--- config.mk ---
export PLATFORM = sky130hd
export DESIGN_NAME = dmem_access_unit
export DESIGN_NICKNAME = d
export VERILOG_FILES = /design/src/rtl/dmem_access_unit.sv
export SDC_FILE = /design/constraint.sdc
export NUM_CORES = 1
export LEC_CHECK = 0
export ABC_AREA = 1
export BUFFER_PORTS_ARGS = -buffer_cell sky130_fd_sc_hd__buf_2
export CORE_ASPECT_RATIO = 1.75
export CORE_MARGIN = 2
export CORE_UTILIZATION = 44
export CTS_CLUSTER_DIAMETER = 150
export DETAILED_ROUTE_END_ITERATION = 7
export GPL_ROUTABILITY_DRIVEN = 0
export GPL_TIMING_DRIVEN = 1
export PLACE_DENSITY = 0.76
export SYNTH_ARGS = -nofsm -noshare
export SYNTH_HDL_FRONTEND = slang
export SYNTH_SLANG_ARGS = --single-unit
--- constraint.sdc ---
create_clock -name clk -period 1.5 [get_ports clk]
set_clock_uncertainty 0.2 [all_clocks]
set_input_delay 0.3 -clock clk [delete_from_list [all_inputs] [get_ports clk]]
set_output_delay 0.3 -clock clk [all_outputs]
set_load 0.05 [all_outputs]
--- src/rtl/dmem_access_unit.sv ---
// dmem_access_unit: memory-stage bridge from the pipelined datapath to a
// single-beat, word-aligned data-memory bus with byte enables.
// Optional feature: define DMEM_TIMEOUT_EN to abandon a bus access after
// TIMEOUT wait cycles. The abandoned access pulses BusErr and a timed-out load returns 0.
module dmem_access_unit #(
  parameter int TIMEOUT = 255
) (
  input  logic        clk,
  input  logic        reset,
  input  logic        MemReqM,
  input  logic        MemWriteM,
  input  logic [1:0]  SizeM,
  input  logic        SignedM,
  input  logic [31:0] ALUResultM,
  input  logic [31:0] WriteDataM,
  output logic [31:0] ReadDataM,
  output logic        StallMem,
  output logic        MisalignM,
  output logic        BusErr,
  output logic        BusReq,
  output logic        BusWe,
  output logic [31:0] BusAddr,
  output logic [3:0]  BusByteEn,
  output logic [31:0] BusWData,
  input  logic [31:0] BusRData,
  input  logic        BusAck
);

  typedef enum logic [1:0] {ST_IDLE, ST_WAIT, ST_DONE} state_t;

  state_t      state_q, state_d;
  logic        bus_req_q, bus_req_d;
  logic        bus_we_q, bus_we_d;
  logic [31:0] bus_addr_q, bus_addr_d;
  logic [3:0]  bus_be_q, bus_be_d;
  logic [31:0] bus_wdata_q, bus_wdata_d;
  logic [31:0] read_data_q, read_data_d;
  logic        bus_err_q, bus_err_d;
  // Access attributes kept for load extraction once the M-stage inputs move on
  logic [1:0]  size_q, size_d;
  logic        signed_q, signed_d;
  logic [1:0]  lane_q, lane_d;

`ifdef DMEM_TIMEOUT_EN
  localparam int CNT_W = ($clog2(TIMEOUT + 1) > 8) ? $clog2(TIMEOUT + 1) : 8;
  logic [CNT_W-1:0] cnt_q, cnt_d;
`else
  // TIMEOUT only matters when the watchdog is built in
  logic unused_timeout;
  assign unused_timeout = ^TIMEOUT;
`endif

  logic        aligned;
  logic [3:0]  req_be;
  logic [31:0] req_wdata;
  logic [31:0] load_data;
  logic [7:0]  load_byte;
  logic [15:0] load_half;

  // Alignment check plus lane enables and replicated store data for the request
  always_comb begin
    aligned   = 1'b1;
    req_be    = 4'b1111;
    req_wdata = WriteDataM;
    case (SizeM)
      2'b00: begin
        req_be    = 4'b0001 << ALUResultM[1:0];
        req_wdata = {4{WriteDataM[7:0]}};
      end
      2'b01: begin
        aligned   = ~ALUResultM[0];
        req_be    = ALUResultM[1] ? 4'b1100 : 4'b0011;
        req_wdata = {2{WriteDataM[15:0]}};
      end
      default: begin
        aligned = (ALUResultM[1:0] == 2'b00);
      end
    endcase
  end

  // Pick the addressed lane out of the bus word and extend it
  always_comb begin
    case (lane_q)
      2'd0:    load_byte = BusRData[7:0];
      2'd1:    load_byte = BusRData[15:8];
      2'd2:    load_byte = BusRData[23:16];
      default: load_byte = BusRData[31:24];
    endcase
    load_half = lane_q[1] ? BusRData[31:16] : BusRData[15:0];
    case (size_q)
      2'b00:   load_data = {{24{signed_q & load_byte[7]}}, load_byte};
      2'b01:   load_data = {{16{signed_q & load_half[15]}}, load_half};
      default: load_data = BusRData;
    endcase
  end

  // Next-state and next-register values for the access FSM
  always_comb begin
    state_d     = state_q;
    bus_req_d   = bus_req_q;
    bus_we_d    = bus_we_q;
    bus_addr_d  = bus_addr_q;
    bus_be_d    = bus_be_q;
    bus_wdata_d = bus_wdata_q;
    read_data_d = read_data_q;
    bus_err_d   = 1'b0;
    size_d      = size_q;
    signed_d    = signed_q;
    lane_d      = lane_q;
`ifdef DMEM_TIMEOUT_EN
    cnt_d       = cnt_q;
`endif
    case (state_q)
      ST_IDLE: begin
        if (MemReqM && aligned) begin
          state_d     = ST_WAIT;
          bus_req_d   = 1'b1;
          bus_we_d    = MemWriteM;
          bus_addr_d  = {ALUResultM[31:2], 2'b00};
          bus_be_d    = req_be;
          bus_wdata_d = req_wdata;
          size_d      = SizeM;
          signed_d    = SignedM;
          lane_d      = ALUResultM[1:0];
`ifdef DMEM_TIMEOUT_EN
          cnt_d       = '0;
`endif
        end
      end
      ST_WAIT: begin
        if (BusAck) begin
          state_d   = ST_DONE;
          bus_req_d = 1'b0;
          bus_we_d  = 1'b0;
          if (!bus_we_q) read_data_d = load_data;
        end
`ifdef DMEM_TIMEOUT_EN
        else if (cnt_q == CNT_W'(TIMEOUT - 1)) begin
          state_d   = ST_DONE;
          bus_req_d = 1'b0;
          bus_we_d  = 1'b0;
          bus_err_d = 1'b1;
          if (!bus_we_q) read_data_d = '0;
        end else begin
          cnt_d = cnt_q + 1'b1;
        end
`endif
      end
      ST_DONE: state_d = ST_IDLE;
      default: state_d = ST_IDLE;
    endcase
  end

  // State and output registers; reset abandons any outstanding access
  always_ff @(posedge clk or negedge reset) begin
    if (!reset) begin
      state_q     <= ST_IDLE;
      bus_req_q   <= 1'b0;
      bus_we_q    <= 1'b0;
      bus_addr_q  <= '0;
      bus_be_q    <= '0;
      bus_wdata_q <= '0;
      read_data_q <= '0;
      bus_err_q   <= 1'b0;
      size_q      <= '0;
      signed_q    <= 1'b0;
      lane_q      <= '0;
`ifdef DMEM_TIMEOUT_EN
      cnt_q       <= '0;
`endif
    end else begin
      state_q     <= state_d;
      bus_req_q   <= bus_req_d;
      bus_we_q    <= bus_we_d;
      bus_addr_q  <= bus_addr_d;
      bus_be_q    <= bus_be_d;
      bus_wdata_q <= bus_wdata_d;
      read_data_q <= read_data_d;
      bus_err_q   <= bus_err_d;
      size_q      <= size_d;
      signed_q    <= signed_d;
      lane_q      <= lane_d;
`ifdef DMEM_TIMEOUT_EN
      cnt_q       <= cnt_d;
`endif
    end
  end

  assign StallMem  = reset & (((state_q == ST_IDLE) & MemReqM & aligned) | (state_q == ST_WAIT));
  assign MisalignM = reset & (state_q == ST_IDLE) & MemReqM & ~aligned;
  assign ReadDataM = read_data_q;
  assign BusErr    = bus_err_q;
  assign BusReq    = bus_req_q;
  assign BusWe     = bus_we_q;
  assign BusAddr   = bus_addr_q;
  assign BusByteEn = bus_be_q;
  assign BusWData  = bus_wdata_q;

endmodule
### Yosys cells after proc, flatten, opt, wreduce, memory -nomap -nowiden

Cells that the tools add are included.
W data, S select, Z words.

* bits in registers: 107
* input port bits: 104
* output and inout port bits: 105

* equality and inequality tests: 7
* shifts and indexed selects: 1
* multiplexer cells: 15
* bitwise operators: 12
* reduce and logical (&&, ||, !) cells: 11

Operators by type and width (count)
* $pmux W32 S2: 2
* $pmux W8 S3: 1
* $mux W16: 1
* $logic_not A2 Y1: 5
* $and A1 B1 Y1: 8
* $eq A2 B1 Y1 const B: 4
* $pmux W4 S2: 1
* $pmux W1 S2: 3
* $reduce_and A3 Y1: 2
* $mux W2: 2
* $mux W4: 1
* $ne A2 B2 Y1 const B: 2
* $pmux W2 S2: 1
* $reduce_and A2 Y1: 2
* $shl A1 B2 Y4 const A: 1
* $mux W1: 3
* $not A1 Y1: 3
* $eq A2 B2 Y1 const B: 1
* $reduce_bool A2 Y1: 1
* $logic_and A1 B1 Y1: 1
* $or A1 B1 Y1: 1

### Longest topological paths before layout

Gate-level depths: netlist (run 1).

* word-level depth: 5
* mapped depth: 9
* mapped depth without buffers: 8

### Least setup slack after synthesis (run 1)

No wires, ideal clock.

* kind: input port to output port
* from: input port SizeM[1]
* to: output port MisalignM
* arrival: 2173 ps
* required time: 1000 ps
* path slack: -1173 ps
* cell stages on the path: 5
* path buffers: 1
* cell sequence: buf_4 > inv_4 > o21ai_2 > nand2_2 > nor4_1

* cells in the longest elaborated chain, start to end: 4
* elaborated cells between the ends (all ways): 5
* classes of those cells: 1 x eq/ne; 1 x mux; 2 x bitwise; 1 x reduce/logical

Ends and longest elaborated chain
* from (decl): RTL line 12 `input logic [1:0] SizeM,`
* $eq A2 B1 Y1 or $logic_not A2 Y1 (tied branches): RTL line 65 `case (SizeM)`
* $pmux W1 S2 *: RTL line 65
* $not A1 Y1 *: RTL line 190 `assign MisalignM = reset & (state_q == ST_IDLE) & MemReqM & ~aligned;`
* $and A1 B1 Y1 *: RTL line 190
* to (decl): RTL line 18 `output logic MisalignM,`

Mark *: on every way between the ends. The rest lies on a longest branch, timed or not.

### Worst setup path in the final report (run 1)

* from: register state_q[1]
* to: output port MisalignM

* cells in the longest elaborated chain, start to end: 4

Ends and longest elaborated chain
* from (decl): RTL line 31 `state_t state_q, state_d;`
* from (signal assigned): RTL line 172 `state_q <= state_d;`
* $logic_not A2 Y1: RTL line 190
* $and A1 B1 Y1 (3 in series): RTL line 190

No other way between the ends.

==> flow_summary.ini, run 1 <==
[setup_path]
crit_path_start = state_q[1]
worst_ep_required_time_ps = 1000
critPathMaxFanout = 2
worstSetupStartpointType = flop
crit_top_cell = sky130_fd_sc_hd__buf_6
timing.setup.critical_path_class = reg2out
timing.rr.start = state_q[0]
cpMaxStageDelayCell = sky130_fd_sc_hd__dfrtp_1
crit_chain = inv_2 -> nand2_4 -> buf_6 -> nor4_4 -> buf_6
critPathCaptureType = output port
critical_path_arrival_ps = 1300
cp_slowest_stage_delay_ps = 380

[synth]
synth_area_leaders = sky130_fd_sc_hd__dfrtp_1 50%, sky130_fd_sc_hd__nand2_1 18%, sky130_fd_sc_hd__a21oi_1 4.1%
synth_xor_area_share_pct = 0
synthSimpleGateAreaFrac_pct = 31.4
syn_area_per_cell_sq_um = 7.70
syn_area_sq_mm = 0.00536
yosysUniqueCellTypes = 29
synth_top_family_by_area = simple AND/OR/NAND/NOR gates
post-synth-top-count-cell = sky130_fd_sc_hd__nand2_1
async_flop_share_pct = 100
synth.ff_latch_count = 107
synth.top_cell.area_share_pct = 50.0
count_of_warnings_emitted_by_yosys = 0
muxShareOfSynthArea_pct = 0
synth.top_cells.by_count = 259 x sky130_fd_sc_hd__nand2_1, 107 x sky130_fd_sc_hd__dfrtp_1, 51 x sky130_fd_sc_hd__inv_1
synthAdderAreaFrac_pct = 0
synth_edf_count = 0
synth_compound_gate_area_share_pct = 9.76
syn_inst = 696
sequential_area_share_after_synthesis_pct = 50.0
yosysTopAreaCell = sky130_fd_sc_hd__dfrtp_1
synth_flop_cell = sky130_fd_sc_hd__dfrtp_1

[timing]
layout_setup_ws_ps = -302
finalCritPeriodShare_pct = 120
clock.fmax_mhz = 555
timing.max_slew.rel_slack_pct = 43.6
finalHoldViolations = 0
period_minus_slack_ps = 1800
grt_setup_unrepaired = yes
worst-slew-pin-transition_ps = 846
setup_viol = 80
timing.final.max_slew_violations = 0

[cells_and_area]
post-route-util_pct = 68.2
area_growth_syn_to_layout_pct = 52.0
final_non_filler_cell_total = 1118
layout-drive-gt1-share_pct = 39.6
post-route-cell-area_sq_mm = 0.00814
num-nets-final = 1080

[global_route]
grt_pass1_vias = 5656
grt_overflow = 0
initial_antenna_violation_count = 1
grt_first_pass_wirelength_um = 26500
grt_max_degree = 90
globalRouteTotalUtil_pct = 25.8

[detailed_routing]
dr.first_iter.drc_count = 252
ant_nets = 0
via_count = 5603
drc_errors = 0
drt-pass1-iter-count = 5
routed_via_count_divided_by_cell_count = 5.01
routed_wl_um = 17900
drt-wirelength-per-cell_um = 16.0

[pwr]
clock_power_share_pct = 15.0
share_seq_of_total_power_pct = 29.8
combinationalPowerShare_pct = 55.2
power-per-cell-area_mw_per_mm2 = 1880
netSwitchingFraction_pct = 50.4
cell_internal_pwr_mw = 7.60
power.leakage_nw = 4.47
vdd_ir_drop_max_v = 0.00101
net-switching-power_mw = 7.73
finalPower_mw = 15.3

[floorplan]
start_util_pct = 44.9
row_cnt = 53
io_pins = 209
core_area_sq_mm = 0.0119
fp.dieH_um = 150
fp.dieArea_sq_mm = 0.0131
die-width_um = 87.4

[placement]
placed_area_sq_mm = 0.00679
place.port_buffers = 205
post-place-cells = 1048
detailed_place_hpwl_um = 11600

[clocking]
clock_tree_from_tritoncts = built
cts_sinks = 107
cts_buffers = 9
worstSkewPairLatency_ps = 330
cts.path.max_buffers = 2
ctsRootBufferMaster = sky130_fd_sc_hd__clkbuf_16
cts.clk_slew.worst_paths_ps = 70
h-tree-depth = 3

[worst_hold_path]
min-delay-start = BusAck
hp-class = in2reg

[job]
cap_violations = 0

[run_status]
violated_checks = setup timing
run_status = complete, but fails checks
-- registers in the layout (all words and copies together) (netlist names) --
name       cells
BusAddr       30
BusReq         1
state_q        2
BusWData      32
ReadDataM     32
BusWe          1
BusByteEn      4
signed_q       1
lane_q         2
size_q         2
-- repair_timing --
item / 4_1_cts / 5_1_grt
setup buffers: 4 / 2
setup endpoints to repair: 66 / 161
pin swaps: 8 / 21
hold buffers: 40 / 0
gates cloned: 2 / 6
endpoints found under the hold margin: 56 / 0
gates resized for setup: 37 / 105
-- area by class of cell --
type / count / area (sq um)
antenna: 1 / 2.50
clock buffer: 10 / 239
clock inverter: 5 / 46.3
fill: 987 / 3790
inverter: 57 / 224
multi-input combinational: 494 / 2500
sequential: 107 / 2680
tap: 137 / 171
timing repair buffer: 306 / 2270
timing repair inverter: 1 / 7.51
-- cell families (layout without fill, tap and decap cells) --
kind of cell	Yosys count	in the layout
compound gates	95	95
buf+inv	97	379
flops	107	107
other cells	1	4
simple gates	396	396
-- worst max-delay path, delay by kind of cell, from the launching register on --
family | cells | cell delay (ps)
buffers and inverters | 3 | 390
flip-flops | 1 | 380
AND/OR/NAND/NOR | 2 | 190
-- path summary, 6_finish.rpt --
kind	cells past startpoint	slack [ps]	to
min in group asynchronous	3	160	BusAddr[4]
hold / removal	2	20	state_q[0]
setup / recovery	5	-300	MisalignM
setup reg to reg	9	-290	ReadDataM[20]
max in group asynchronous	4	150	lane_q[1]
hold reg to reg	2	280	BusByteEn[0]
-- per-stage QoR --
stage	hold WS, ps	setup slack [ps]	TNS, ps
2_1_floorplan	-196	-367	-615
3_3_place_gp	142	-229	-11170
3_5_place_dp	142	-228	-13710
4_1_cts	7.61	-332	-10100
5_1_grt	2.91	-369	-15990
6_report	20.8	-302	-9010
-- per-layer routing --
metal / global-route usage, % / wire (um)
met4: 16.8 / 1040
met3: 3.86 / 883
met1: 28.8 / 6110
met5: 0 / 0
met2: 44.6 / 9870
-- placed cells by master, fill, tap and decap left out, types with 3 or more instances in the layout --
master,netlist,routed
sky130_fd_sc_hd__a21oi_1,44,36
sky130_fd_sc_hd__a21oi_2,0,7
sky130_fd_sc_hd__buf_12,0,7
sky130_fd_sc_hd__buf_2,18,159
sky130_fd_sc_hd__buf_4,4,40
sky130_fd_sc_hd__buf_6,7,13
sky130_fd_sc_hd__clkbuf_16,0,14
sky130_fd_sc_hd__clkbuf_4,0,39
sky130_fd_sc_hd__clkinvlp_4,0,3
sky130_fd_sc_hd__conb_1,1,3
sky130_fd_sc_hd__dfrtp_1,107,105
sky130_fd_sc_hd__dlygate4sd3_1,0,39
sky130_fd_sc_hd__inv_1,51,49
sky130_fd_sc_hd__inv_2,5,5
sky130_fd_sc_hd__nand2_1,259,248
sky130_fd_sc_hd__nand2_2,11,13
sky130_fd_sc_hd__nand2_4,1,10
sky130_fd_sc_hd__nand3_1,43,38
sky130_fd_sc_hd__nand3_2,1,3
sky130_fd_sc_hd__nand3_4,0,3
sky130_fd_sc_hd__nor2_1,48,28
sky130_fd_sc_hd__nor2_2,1,10
sky130_fd_sc_hd__nor2_4,0,11
sky130_fd_sc_hd__o21ai_0,28,22
sky130_fd_sc_hd__o21ai_1,9,14
sky130_fd_sc_hd__o21ai_2,11,12
sky130_fd_sc_hd__or2_0,6,6
sky130_fd_sc_hd__or2_2,23,23
-- power groups by stage --
stage	Clock, mW	Combinational, mW	Sequential, mW
global placement	0	7.55	4.53
CTS	2.36	7.91	4.51
floorplan	0	2.06	8.07
detailed placement	0	7.64	4.54
finish	2.30	8.46	4.57
global route	2.50	8.96	4.69
No activity file was read; power rests on OpenSTA's default activity.
==> inputs of run 2 (changes only) <==
--- a/config.mk
+++ b/config.mk
@@ -14,6 +14,7 @@
 export DETAILED_ROUTE_END_ITERATION = 7
 export GPL_ROUTABILITY_DRIVEN = 0
 export GPL_TIMING_DRIVEN = 1
+export MAX_ROUTING_LAYER = met4
 export PLACE_DENSITY = 0.76
 export SYNTH_ARGS = -nofsm -noshare
 export SYNTH_HDL_FRONTEND = slang
==> flow_summary.ini, run 2 (same netlist as run 1, synthesis figures left out) <==
[global_route]
grt_overflow = 0
globalRouteTotalUtil_pct = 26.7
grt_first_pass_wirelength_um = 26600
grt_pass1_vias = 5628
grt_max_degree = 90
initial_antenna_violation_count = 1

[cells_and_area]
num-nets-final = 1079
post-route-util_pct = 68.0
layout-drive-gt1-share_pct = 39.4
area_growth_syn_to_layout_pct = 51.5
filler_cell_count = 992
mostFrequentLayoutCell = sky130_fd_sc_hd__nand2_1
layout.cells.most_common_list = 248 x sky130_fd_sc_hd__nand2_1, 160 x sky130_fd_sc_hd__buf_2, 105 x sky130_fd_sc_hd__dfrtp_1
post-route-cell-area_sq_mm = 0.00812

[placement]
placed_area_sq_mm = 0.00679
place.port_buffers = 205
detailed_place_hpwl_um = 11600

[detailed_routing]
drt-wirelength-per-cell_um = 15.9
drt-pass1-iter-count = 5
ant_nets = 0
via_count = 5605
dr.first_iter.drc_count = 256
drc_errors = 0
routed_via_count_divided_by_cell_count = 5.02
routed_wl_um = 17800

[setup_path]
cp_slowest_stage_delay_ps = 380
timing.reg2reg.worst_path_depth = 9
crit_chain = inv_2 -> nand2_4 -> buf_6 -> nor4_4 -> buf_6
critPathMaxFanout = 2
timing.setup.critical_path_class = reg2out
cpMaxStageDelayCell = sky130_fd_sc_hd__dfrtp_1
crit_top_cell = sky130_fd_sc_hd__buf_6
critical_path_arrival_ps = 1300
critPathCaptureType = output port
worstSetupStartpointType = flop
worst_ep_required_time_ps = 1000

[clocking]
h-tree-depth = 3
worstSkewPairLatency_ps = 330
cts_sinks = 107
cts.path.max_buffers = 2
cts_buffers = 9
ctsRootBufferMaster = sky130_fd_sc_hd__clkbuf_16
cts.clk_slew.worst_paths_ps = 70
clock_tree_from_tritoncts = built

[timing]
period_minus_slack_ps = 1800
setup_viol = 72
grt_setup_unrepaired = yes
worst-slew-pin-transition_ps = 882
layout_setup_ws_ps = -300
timing.max_slew.rel_slack_pct = 41.2
finalCritPeriodShare_pct = 120
finalHoldViolations = 0
timing.setup.tns_ps = -8610
clock.fmax_mhz = 555
timing.final.max_slew_violations = 0

[floorplan]
io_pins = 209
core_area_sq_mm = 0.0119
start_util_pct = 44.9
row_cnt = 53
die-width_um = 87.4
fp.dieH_um = 150
fp.dieArea_sq_mm = 0.0131

[pwr]
power.leakage_nw = 4.46
vdd_ir_drop_max_v = 0.00101
power-per-cell-area_mw_per_mm2 = 1890
finalPower_mw = 15.3

[worst_hold_path]
hp-class = in2reg
hold_path_depth = 2

[job]
cap_violations = 0

[run_status]
violated_checks = setup timing
run_status = complete, but fails checks
[run 2: cell count changes in the layout (fill, tap and decap cells not counted), sizes merged]
| cell | before | now |
|---|---|---|
| buf | 222 | 223 |
| clkbuf | 54 | 52 |
[run 2: worst paths after layout]
path / startpoint / endpoint / slack, ps
worst max-delay path: state_q[1] / MisalignM / -300
worst min-delay path: BusAck / state_q[0] / 10
worst max register to register: state_q[0] / ReadDataM[20] / -280
worst min register to register: BusByteEn[0] / BusByteEn[0] / 280
max in group asynchronous: reset / lane_q[1] / 150
min in group asynchronous: reset / BusAddr[4] / 180
[run 2: cell type report]
| type | count | area, sq um | share of cell area [%] |
|---|---|---|---|
| timing repair buffer | 305 | 2250 | 27.7 |
| clock buffer | 10 | 239 | 2.94 |
| multi-input combinational | 494 | 2500 | 30.8 |
| antenna | 1 | 2.50 | 0.0308 |
| timing repair inverter | 1 | 7.51 | 0.0925 |
| inverter | 57 | 224 | 2.76 |
| clock inverter | 5 | 46.3 | 0.570 |
| tap | 137 | 171 | 2.11 |
| sequential | 107 | 2680 | 33.0 |
[run 2: critical path: cells and delay by family (launching register included)]
family,cells,cell delay (ps)
buffers and inverters,3,390
flip-flops,1,380
AND/OR/NAND/NOR,2,190
[run 2: through the flow]
step           hold WS (ps)  setup WS (ps)  instances
6_report               13.1           -300       1117
5_1_grt                4.16           -374       1117
3_3_place_gp            142           -229       1048
2_1_floorplan          -196           -367        698
4_1_cts                7.61           -332       1109
3_5_place_dp            142           -228       1048
[run 2: timing repair]
item	in CTS	in global routing
endpoints found under the hold margin	56	0
gates cloned	2	5
hold buffers	40	0
gates resized for setup	37	104
buffers inserted	4	2
pin swaps	8	21
setup endpoints to repair	66	160
[run 2: power breakdown]
part | total (mW) | switching, mW | leakage [nW] | internal (mW)
clock network | 2.30 | 1.11 | 0.135 | 1.19
logic | 8.43 | 5.96 | 3.01 | 2.46
registers | 4.57 | 0.641 | 1.31 | 3.93
[run 2: layer usage]
metal / share of wire [%] / wire [um] / vias to the layer above / global-route usage, %
li1: - / - / 2720 / -
met1: 36 / 6390 / 2585 / 29.4
met4: 5.2 / 931 / 0 / 16.5
met5: 0 / 0 / - / -
met3: 3.7 / 655 / 62 / 3.09
met2: 55 / 9820 / 238 / 45.0
